<file path="src/rtl/dz_pkg.sv">
// Shared types and constants for the dot-matrix scan decoder: glyph planes,
// colour/number codes and the frame-assembly state type.
package dz_pkg;

   // One display plane: element i is row i, bit 7 of each byte is the leftmost column.
   typedef logic [7:0][7:0] plane_t;
   typedef logic [6:0][7:0] partial_t;
   typedef logic [2:0]      num_t;

   typedef enum logic [1:0] {
      COL_OFF = 2'b00,
      COL_RED = 2'b01,
      COL_GRN = 2'b10,
      COL_YEL = 2'b11
   } color_t;

   typedef enum logic {
      ST_HUNT     = 1'b0,
      ST_ASSEMBLE = 1'b1
   } state_t;

   typedef struct packed {
      num_t   num;
      color_t color;
   } cand_t;

   localparam num_t NUM_BLANK   = 3'd0;
   localparam num_t NUM_UNKNOWN = 3'd7;

   localparam plane_t GLYPH1 = 64'h7E60_300C_0666_3C00;
   localparam plane_t GLYPH2 = 64'h3C66_061C_0666_3C00;
   localparam plane_t GLYPH3 = 64'h0C0C_7E4C_2C1C_0C00;
   localparam plane_t GLYPH4 = 64'h3C66_0606_7C60_7E00;

   function automatic num_t glyph_code(input plane_t lit);
      if      (lit == GLYPH1) glyph_code = 3'd1;
      else if (lit == GLYPH2) glyph_code = 3'd2;
      else if (lit == GLYPH3) glyph_code = 3'd3;
      else if (lit == GLYPH4) glyph_code = 3'd4;
      else                    glyph_code = NUM_UNKNOWN;
   endfunction

   // Index of the selected row; only meaningful when exactly one bit is set.
   function automatic logic [2:0] onehot_index(input logic [7:0] sel);
      onehot_index = '0;
      for (int i = 0; i < 8; i++) begin
         if (sel[i]) onehot_index = 3'(i);
      end
   endfunction

endpackage

</file>
<file path="src/rtl/dz_scan_decoder_if.sv">
// Scan-bus and result signals of the dot-matrix decoder; the driver side is
// the master, the decoder is the slave.
interface dz_scan_decoder_if;
   logic       scan_en;
   logic [7:0] row_in;
   logic [7:0] colr_in;
   logic [7:0] colg_in;
   logic [2:0] num_out;
   logic [1:0] color_out;
   logic       num_valid;
   logic       frame_done;
   logic       err_row;
   logic       err_seq;

   modport master (
      output scan_en, row_in, colr_in, colg_in,
      input  num_out, color_out, num_valid, frame_done, err_row, err_seq
   );

   modport slave (
      input  scan_en, row_in, colr_in, colg_in,
      output num_out, color_out, num_valid, frame_done, err_row, err_seq
   );
endinterface

</file>
<file path="src/rtl/dz_glyph_match.sv">
// Combinational classifier: turns a red and a green plane into a candidate
// number and colour.
module dz_glyph_match
   import dz_pkg::*;
(
   input  plane_t red_plane,
   input  plane_t grn_plane,
   output num_t   cand_num,
   output color_t cand_color
);

   logic red_on;
   logic grn_on;

   assign red_on = |red_plane;
   assign grn_on = |grn_plane;

   // NOTE: every output gets a default at the top so no path leaves it unassigned and infers a latch.
   always_comb begin
      cand_num   = NUM_UNKNOWN;
      cand_color = COL_YEL;
      if (!red_on && !grn_on) begin
         cand_num   = NUM_BLANK;
         cand_color = COL_OFF;
      end else if (red_on && grn_on && (red_plane != grn_plane)) begin
         cand_num   = NUM_UNKNOWN;
         cand_color = COL_YEL;
      end else begin
         // Both planes lit means they are identical here, so either one is the glyph.
         cand_num   = glyph_code(red_on ? red_plane : grn_plane);
         cand_color = (red_on && grn_on) ? COL_YEL : (red_on ? COL_RED : COL_GRN);
      end
   end

endmodule

</file>
<file path="src/rtl/dz_scan_decoder.sv">
// Rebuilds 8x8 red/green frames from the row-strobe scan bus, classifies them
// and publishes the number/colour once it has been stable for STABLE_FRAMES.
module dz_scan_decoder
   import dz_pkg::*;
#(
   parameter int unsigned STABLE_FRAMES = 2
) (
   input  logic               clk,
   input  logic               rst,
   dz_scan_decoder_if.slave   bus
);

   localparam logic [2:0] STABLE_CNT = 3'(STABLE_FRAMES);

   state_t     state_q, state_d;
   logic [2:0] exp_q, exp_d;
   partial_t   red_buf_q, red_buf_d;
   partial_t   grn_buf_q, grn_buf_d;
   cand_t      cand_q, cand_d;
   cand_t      prev_q, prev_d;
   cand_t      out_q, out_d;
   logic [2:0] cnt_q, cnt_d;
   logic       valid_q, valid_d;
   logic       frame_done_q, frame_done_d;
   logic       err_row_q, err_row_d;
   logic       err_seq_q, err_seq_d;

   logic [7:0] row_sel;
   logic       row_blank;
   logic       row_multi;
   logic [2:0] row_idx;
   logic       row_ok;
   logic       row_err;
   logic       buf_we;
   logic       frame_end;
   logic       seq_err;
   cand_t      match_cand;
   plane_t     red_plane;
   plane_t     grn_plane;

   // Row strobe is active-low; a blank strobe (all high) is not a sample.
   assign row_sel   = ~bus.row_in;
   assign row_blank = (row_sel == 8'h00);
   assign row_multi = |(row_sel & (row_sel - 8'd1));
   assign row_idx   = onehot_index(row_sel);
   assign row_ok    = bus.scan_en && !row_blank && !row_multi;
   assign row_err   = bus.scan_en && row_multi;

   // Row 7 is classified straight from the bus on the edge that captures it.
   assign red_plane = {bus.colr_in, red_buf_q};
   assign grn_plane = {bus.colg_in, grn_buf_q};

   dz_glyph_match u_match (
      .red_plane  (red_plane),
      .grn_plane  (grn_plane),
      .cand_num   (match_cand.num),
      .cand_color (match_cand.color)
   );

   always_ff @(posedge clk or posedge rst) begin
      if (rst) state_q <= ST_HUNT;
      else     state_q <= state_d;
   end

   always_comb begin
      state_d = state_q;
      exp_d   = exp_q;
      if (row_err) begin
         state_d = ST_HUNT;
         exp_d   = '0;
      end else if (row_ok) begin
         case (state_q)
            ST_HUNT: begin
               if (row_idx == 3'd0) begin
                  state_d = ST_ASSEMBLE;
                  exp_d   = 3'd1;
               end
            end
            ST_ASSEMBLE: begin
               if (row_idx == exp_q) begin
                  if (exp_q == 3'd7) begin
                     state_d = ST_HUNT;
                     exp_d   = '0;
                  end else begin
                     exp_d = exp_q + 3'd1;
                  end
               end else if (row_idx == 3'd0) begin
                  exp_d = 3'd1;
               end else begin
                  state_d = ST_HUNT;
                  exp_d   = '0;
               end
            end
            default: state_d = ST_HUNT;
         endcase
      end
   end

   always_comb begin
      buf_we    = 1'b0;
      frame_end = 1'b0;
      seq_err   = 1'b0;
      if (row_ok) begin
         case (state_q)
            ST_HUNT: buf_we = (row_idx == 3'd0);
            ST_ASSEMBLE: begin
               if (row_idx == exp_q) begin
                  buf_we    = 1'b1;
                  frame_end = (exp_q == 3'd7);
               end else begin
                  seq_err = 1'b1;
                  buf_we  = (row_idx == 3'd0);
               end
            end
            default: ;
         endcase
      end
   end

   always_comb begin
      red_buf_d = red_buf_q;
      grn_buf_d = grn_buf_q;
      if (buf_we) begin
         for (int i = 0; i < 7; i++) begin
            if (row_idx == 3'(i)) begin
               red_buf_d[i] = bus.colr_in;
               grn_buf_d[i] = bus.colg_in;
            end
         end
      end

      cand_d       = frame_end ? match_cand : cand_q;
      frame_done_d = frame_end;
      err_row_d    = row_err;
      err_seq_d    = seq_err;

      // The candidate registered on the row-7 edge is scored on the following edge.
      cnt_d   = cnt_q;
      prev_d  = prev_q;
      out_d   = out_q;
      valid_d = valid_q;
      if (frame_done_q) begin
         prev_d = cand_q;
         if (cand_q == prev_q) cnt_d = (cnt_q >= STABLE_CNT) ? STABLE_CNT : cnt_q + 3'd1;
         else                  cnt_d = 3'd1;
      end
      if (row_err || seq_err) begin
         cnt_d = '0;
      end else if (frame_done_q && (cnt_d == STABLE_CNT)) begin
         out_d   = cand_q;
         valid_d = 1'b1;
      end
   end

   // NOTE: the frame buffer is reset too, so a freshly reset decoder holds a well-defined blank frame.
   always_ff @(posedge clk or posedge rst) begin
      if (rst) begin
         exp_q        <= '0;
         red_buf_q    <= '0;
         grn_buf_q    <= '0;
         cand_q       <= '0;
         prev_q       <= '0;
         out_q        <= '0;
         cnt_q        <= '0;
         valid_q      <= 1'b0;
         frame_done_q <= 1'b0;
         err_row_q    <= 1'b0;
         err_seq_q    <= 1'b0;
      end else begin
         // NOTE: non-blocking assignments so every flop samples the pre-edge value of the others.
         exp_q        <= exp_d;
         red_buf_q    <= red_buf_d;
         grn_buf_q    <= grn_buf_d;
         cand_q       <= cand_d;
         prev_q       <= prev_d;
         out_q        <= out_d;
         cnt_q        <= cnt_d;
         valid_q      <= valid_d;
         frame_done_q <= frame_done_d;
         err_row_q    <= err_row_d;
         err_seq_q    <= err_seq_d;
      end
   end

   assign bus.num_out    = out_q.num;
   assign bus.color_out  = out_q.color;
   assign bus.num_valid  = valid_q;
   assign bus.frame_done = frame_done_q;
   assign bus.err_row    = err_row_q;
   assign bus.err_seq    = err_seq_q;

endmodule
</file>
<file path="src/flat_wrapper.sv">
// flat-port wrapper written by rule: the top's interface ports become plain ports
module dz_scan_decoder_flat import dz_pkg::*;
#(
   parameter int unsigned STABLE_FRAMES = 2
)
  (clk, rst, bus_scan_en, bus_row_in, bus_colr_in, bus_colg_in, bus_num_out, bus_color_out, bus_num_valid, bus_frame_done, bus_err_row, bus_err_seq);
  dz_scan_decoder_if bus_i ();
  input  logic clk;
  input  logic rst;
  input wire logic [$bits(bus_i.scan_en)-1:0] bus_scan_en;
  input wire logic [$bits(bus_i.row_in)-1:0] bus_row_in;
  input wire logic [$bits(bus_i.colr_in)-1:0] bus_colr_in;
  input wire logic [$bits(bus_i.colg_in)-1:0] bus_colg_in;
  output wire logic [$bits(bus_i.num_out)-1:0] bus_num_out;
  output wire logic [$bits(bus_i.color_out)-1:0] bus_color_out;
  output wire logic [$bits(bus_i.num_valid)-1:0] bus_num_valid;
  output wire logic [$bits(bus_i.frame_done)-1:0] bus_frame_done;
  output wire logic [$bits(bus_i.err_row)-1:0] bus_err_row;
  output wire logic [$bits(bus_i.err_seq)-1:0] bus_err_seq;
  assign bus_i.scan_en = bus_scan_en;
  assign bus_i.row_in = bus_row_in;
  assign bus_i.colr_in = bus_colr_in;
  assign bus_i.colg_in = bus_colg_in;
  assign bus_num_out = bus_i.num_out;
  assign bus_color_out = bus_i.color_out;
  assign bus_num_valid = bus_i.num_valid;
  assign bus_frame_done = bus_i.frame_done;
  assign bus_err_row = bus_i.err_row;
  assign bus_err_seq = bus_i.err_seq;
  dz_scan_decoder #(.STABLE_FRAMES(STABLE_FRAMES)) u_core (.clk(clk), .rst(rst), .bus(bus_i));
endmodule
</file>
<file path="config.mk">
export PLATFORM = sky130hd
export DESIGN_NAME = dz_scan_decoder_flat
export DESIGN_NICKNAME = d
export VERILOG_FILES = /design/src/rtl/dz_pkg.sv /design/src/rtl/dz_scan_decoder_if.sv /design/src/rtl/dz_glyph_match.sv /design/src/rtl/dz_scan_decoder.sv /design/src/flat_wrapper.sv
export SDC_FILE = /design/constraint.sdc
export NUM_CORES = 1
export LEC_CHECK = 0
export BUFFER_PORTS_ARGS = -buffer_cell sky130_fd_sc_hd__buf_2
export CORE_MARGIN = 5
export CORE_UTILIZATION = 50
export CTS_BUF_LIST = sky130_fd_sc_hd__clkbuf_2 sky130_fd_sc_hd__clkbuf_4 sky130_fd_sc_hd__clkbuf_8
export DETAILED_ROUTE_END_ITERATION = 6
export MAX_ROUTING_LAYER = met4
export PLACE_DENSITY = 0.68
export SLEW_MARGIN = 20
export SYNTH_ARGS = -nofsm -noshare
export SYNTH_HDL_FRONTEND = slang
export SYNTH_HIERARCHICAL = 1
export SYNTH_SLANG_ARGS = --single-unit
</file>
<file path="constraint.sdc">
create_clock -name clk -period 4.64 [get_ports clk]
set_clock_uncertainty 0.05 [all_clocks]
set_input_delay 0.232 -clock clk [delete_from_list [all_inputs] [get_ports clk]]
set_output_delay 0.232 -clock clk [all_outputs]
set_load 0.01 [all_outputs]
</file>
---- Yosys cells after proc, flatten, opt, wreduce, memory -nomap -nowiden ----
Cells that the tools add are included.
cells by class
  reduce and logical (&&, ||, !) cells .... 27
  equality and inequality tests ........... 16
  add/sub/neg operators ................... 3
  $lt $le $gt $ge ......................... 1
  multiplexer cells ....................... 44
  bitwise operators ....................... 4
operators by type and width
  cell                    number
  $eq A64 B62 Y1 const B  2
  $reduce_or A64 Y1       2
  $eq A64 B60 Y1 const B  1
  $eq A64 B63 Y1 const B  1
  $mux W64                1
  $ne A64 B64 Y1          1
  $mux W3                 18
  $reduce_and A2 Y1       9
  $mux W1                 15
  $mux W2                 7
  $eq A3 B3 Y1 const B    4
  $eq A3 B2 Y1 const B    3
  $and A8 B8 Y8           1
  $logic_not A8 Y1        1
  $not A8 Y8              1
  $reduce_or A8 Y1        1
  $sub A8 B1 Y8 const B   1
  $logic_and A1 B1 Y1     7
  $add A3 B1 Y3 const B   2
  $pmux W3 S2             1
  $eq A5 B5 Y1            1
  $logic_not A1 Y1        4
  $pmux W1 S2             2
  $eq A3 B1 Y1 const B    1
  other kinds (7)         8
storage, ports and cells
  bits of input ports ..................... 27
  logic and storage cells ................. 122
  flip-flop bits (word level) ............. 138
  output and inout port bits .............. 9

---- Longest topological paths before layout ----
  depth after elaboration ................. 15
  mapped depth ............................ 10
  depth with buffers taken out ............ 9

---- Modules after synthesis ----
The synthesis kept the hierarchy.
modules (own cells, without submodules)
  module           area an instance (um^2)  sequential area each (um^2)  times used  cells an instance
  dz_scan_decoder  5733.0                   3453.3                       1           453
  dz_glyph_match   1789.2                   0.0                          1           274

---- Worst setup path before layout ----
No wires, ideal clock.
  kind .................................... input to register
  from .................................... in bus_row_in[6]
  to ...................................... reg u_core/grn_buf_q[40] (netlist bit)
  data arrival time ....................... 2.500 ns
  setup slack ............................. 1.965 ns
  setup time .............................. 0.125 ns
  required time ........................... 4.465 ns
  cell stages on the path ................. 8
  path buffers ............................ 3
  cell sequence ........................... buf_2 > nand4_1 > o31a_1 > or4_1 > buf_2 > nor3_2 > buf_2 > mux2_2
on the way
  word-level cells in the longest chain between the ends .. 8
  elaborated cells on any way between the ends .. 18
  classes of those cells .................. add/sub: 1; eq/ne: 2; mux: 5; bitwise: 2; reduce/logical: 8
RTL lines
  element                                             line                                           RTL
  start: declaration                                  flat_wrapper.sv:11                             input wire logic [$bits(bus_i.row_in)-1:0] bus_row_in;
  $not A8 Y8 *                                        dz_scan_decoder.sv:42                          assign row_sel = ~bus.row_in;
  $sub A8 B1 Y8 or $mux W3 (tied branches)            dz_scan_decoder.sv:44, dz_pkg.sv:47
  $and A8 B8 Y8 or $mux W3 (tied branches)            dz_scan_decoder.sv:44, dz_pkg.sv:47
  $reduce_or A8 Y1, or another cell as far along      dz_scan_decoder.sv:44                          assign row_multi = |(row_sel & (row_sel - 8'd1));
  $logic_not A1 Y1 or $mux W1 (tied branches)         dz_scan_decoder.sv:46, dz_scan_decoder.sv:107
  $logic_and A1 B1 Y1 or $pmux W1 S2 (tied branches)  dz_scan_decoder.sv:46, dz_scan_decoder.sv:104
  $mux W1                                             dz_scan_decoder.sv:103                         if (row_ok) begin
  $reduce_and A2 Y1 (no line) *                       --
  end signal: assignment                              dz_scan_decoder.sv:173                         grn_buf_q <= grn_buf_d;
  end: declaration                                    dz_scan_decoder.sv:18                          partial_t grn_buf_q, grn_buf_d;
Every way passes the cells marked *; elsewhere a longest branch is shown, timed or not.
A chain may end at the register's enable or synchronous reset.

==> results.sh <==
export IMPL_outcome="complete, no violations"
export IMPL_power_density_mw_per_mm2=292
export IMPL_r2r_end="u_core/cand_q[2]"
export IMPL_path_clk_slew_ns=0.08
export IMPL_power_total_w=0.00244
export IMPL_worst_pin_slew_ns=0.995
export IMPL_yosysWarnings=6
export IMPL_synth_seq_cells=138
export IMPL_async_flop_share=1.00
export IMPL_syn_to_final_growth_pct=10.8
export IMPL_fp_dieW_um=133
export IMPL_synth_nets=758
export IMPL_routabilityCongestion=1.09
export IMPL_die_area_mm2=0.0176
export IMPL_dr_total_vias=6231
export IMPL_finalMaxSlewViolations=0
export IMPL_avgViaCountPerCell=6.48
export IMPL_hold_viol=0
export IMPL_crit_end="u_core/cand_q[2]"
export IMPL_worstSetupStartpoint="u_core/red_buf_q[38]"
export IMPL_drt_total_wl_mm=23.8
export IMPL_drt_initial_drc_count=689
export IMPL_crit_chain="nor4_1, nand4_1, nor4_4, buf_4, a31oi_1, a2111oi_0, o2111ai_1, nand2_1, a31oi_1, mux2_2"
export IMPL_max_cap_violations=0
export IMPL_yosysTopAreaCell="dfrtp_1"
export IMPL_wl_per_cell_um=24.7
export IMPL_synth_cells=727
export IMPL_critPathLaunchType="register"
export IMPL_cpMaxStageDelayCell="a2111oi_0"
export IMPL_worstRegToRegCells=10
export IMPL_port_buffers=35
export IMPL_antenna_found_initial=0
export IMPL_core_rowCount=44
export IMPL_start_util=0.514
export IMPL_synth_distinct_cells=65
export IMPL_diodes=0
export IMPL_clock_root_buffer="clkbuf_8"
export IMPL_finalSetupViolCount=0
export IMPL_cts_made_buffers=17
export IMPL_io_pins=36
export IMPL_hold_path_class="input port to register"
export IMPL_synth_top_area_share=0.459
export IMPL_worst_path_most_repeated_cell="a31oi_1"
export IMPL_drc=0
export IMPL_ys_flop_type="dfrtp_1"
export IMPL_yosysMostFrequentCell="dfrtp_1"
export IMPL_grt_pass1_vias=6070
export IMPL_synth_area_leaders="dfrtp_1, mux2_2, xnor2_1"
export IMPL_htree_levels=4
export IMPL_place_ws_ns=1.09
export IMPL_fin_ws_ns=0.821
export IMPL_cellLeakagePower_nw=3.86
export IMPL_die_height_um=133
export IMPL_required_ns=4.93
export IMPL_cts_tree="yes"
export IMPL_dp_hpwl_mm=17.4
export IMPL_min_period_ns=3.82
export IMPL_arrival_ns=4.11
export IMPL_fmax_ghz=0.262
export IMPL_ir_drop_mv=0.187
export IMPL_overflow=0
export IMPL_post_route_period_util=0.823
export IMPL_r2r_start="u_core/red_buf_q[38]"
export IMPL_grt_max_degree=100
export IMPL_netlist_area_mm2=0.00752
export IMPL_tns_ns=0
export IMPL_grt_pass1_wl_mm=36.8
export IMPL_rrSetupSlack_ns=0.82
export IMPL_insertion_delay_ns=0.46
export IMPL_clock_path_buffers=2
export IMPL_critPathKind="register to register"
export IMPL_nets=796
export IMPL_synth_edf_count=0
export IMPL_ys_seq_area_frac=0.459
export IMPL_endpoint_kind="register"
export IMPL_ant_nets=0
export IMPL_core_mm2=0.0146
export IMPL_max_slew_margin=0.332
export IMPL_track_usage=0.284
export IMPL_clock_sinks=138
export IMPL_cpPeakStageDelay_ns=0.70
export IMPL_syn_mean_instance_area_um2=10.3
export IMPL_drive_above_1_share=0.219
export IMPL_path_max_fanout=23
export IMPL_synthTopCellsByCount="dfrtp_1, mux2_2, xnor2_1, nand2_1, nor2_1"
export IMPL_dr_pass1_iters=7
export IMPL_rsz0062_at_grt="no"
-- what timing repair did --
action                                 4_1_cts  5_1_grt
endpoints found under the hold margin       98        0
gates resized for setup                      0        0
buffers inserted                             0        0
hold buffers                                 1        0
-- metal layers --
layer	GRT usage	share of wire	wire [µm]	up-vias
li1	-	-	-	2734
met1	0.386	0.43	10200	3162
met2	0.424	0.47	11100	288
met3	0.0588	0.077	1830	47
met4	0.0987	0.029	685	0
met5	-	0	0	-
-- sequential cells by signal, indices dropped and copies added, names as in the netlist --
signal	flops
u_core/prev_q	5
u_core/exp_q	3
u_core/cand_q	5
u_core/grn_buf_q	56
u_core/bus.err_seq	1
u_core/bus.num_valid	1
u_core/bus.frame_done	1
u_core/bus.color_out	2
u_core/bus.num_out	3
u_core/red_buf_q	56
u_core/cnt_q	3
u_core/bus.err_row	1
u_core/state_q	1
-- cells in the final DEF, fill, tap and decap left out, drive strengths merged, types with 5 or more instances in the layout --
cell	instances
dfrtp	138
mux2	80
xnor2	68
nand2	65
nor2	42
buf	42
o21ai	36
nand4	33
inv	29
nor4	28
nor3	26
clkbuf	21
a21boi	19
a21o	17
nand3	17
a31oi	14
a21oi	7
nand2b	6
clkinv	6
a22oi	5
and3	5
-- how the worst min path moves through the flow --
stage                                    start                    to  slack [ns]  depth (start not counted)
after CTS                          bus_scan_en    u_core/bus.err_row        0.06                          3
after global placement    u_core/bus.num_valid  u_core/bus.num_valid        0.40                          1
final                              bus_scan_en    u_core/bus.err_row        0.10                          3
after detailed placement  u_core/bus.num_valid  u_core/bus.num_valid        0.40                          1
after floorplan                 bus_colg_in[0]  u_core/grn_buf_q[48]        0.30                          1
after global routing               bus_scan_en    u_core/bus.err_row        0.07                          3
-- through the flow --
stage	cell area (µm²)	instances	utilization	hold slack, ns
3_5_place_dp	7870	929	0.538	0.404
3_3_place_gp	7870	929	0.538	0.403
6_report	8330	962	0.569	0.103
5_1_grt	8330	962	0.569	0.0746
4_1_cts	8330	962	0.569	0.0583
2_1_floorplan	7520	727	-	0.299
-- power by group --
part           switching (W)  internal, W
Combinational       0.000101    0.0000300
Sequential       0.000000611      0.00120
Clock               0.000475     0.000626
Total               0.000577      0.00186
-- critical path: cells and delay by family, from the launching register on --
kind | cells | cell delay (ns)
compound gates | 4 | 1.29
simple gates | 4 | 1.27
mux | 1 | 0.28
flops | 1 | 0.48
buf+inv | 1 | 0.33
-- logic make-up (layout without fill, tap and decap cells) --
logic type / Yosys count / after routing / share of synthesized area
adders and majority gates: 4 / 4 / 0.00665
muxes: 80 / 80 / 0.125
AOI/OAI and AO/OA: 135 / 135 / 0.125
buffers and inverters: 53 / 104 / 0.0313
xor gates and xnor gates: 70 / 70 / 0.0815
and+or+nand+nor: 247 / 247 / 0.172
DFF: 138 / 138 / 0.459
-- area by class of cell --
| class | count | area (µm²) |
|---|---|---|
| timing repair buffer | 43 | 238 |
| fill | 1298 | 6310 |
| clock inverter | 11 | 169 |
| clock buffer | 21 | 277 |
| multi-input combinational | 536 | 3850 |
| tap | 184 | 230 |
| sequential | 138 | 3450 |
| inverter | 29 | 114 |
Note: power is estimated with default switching activity, not from simulation.
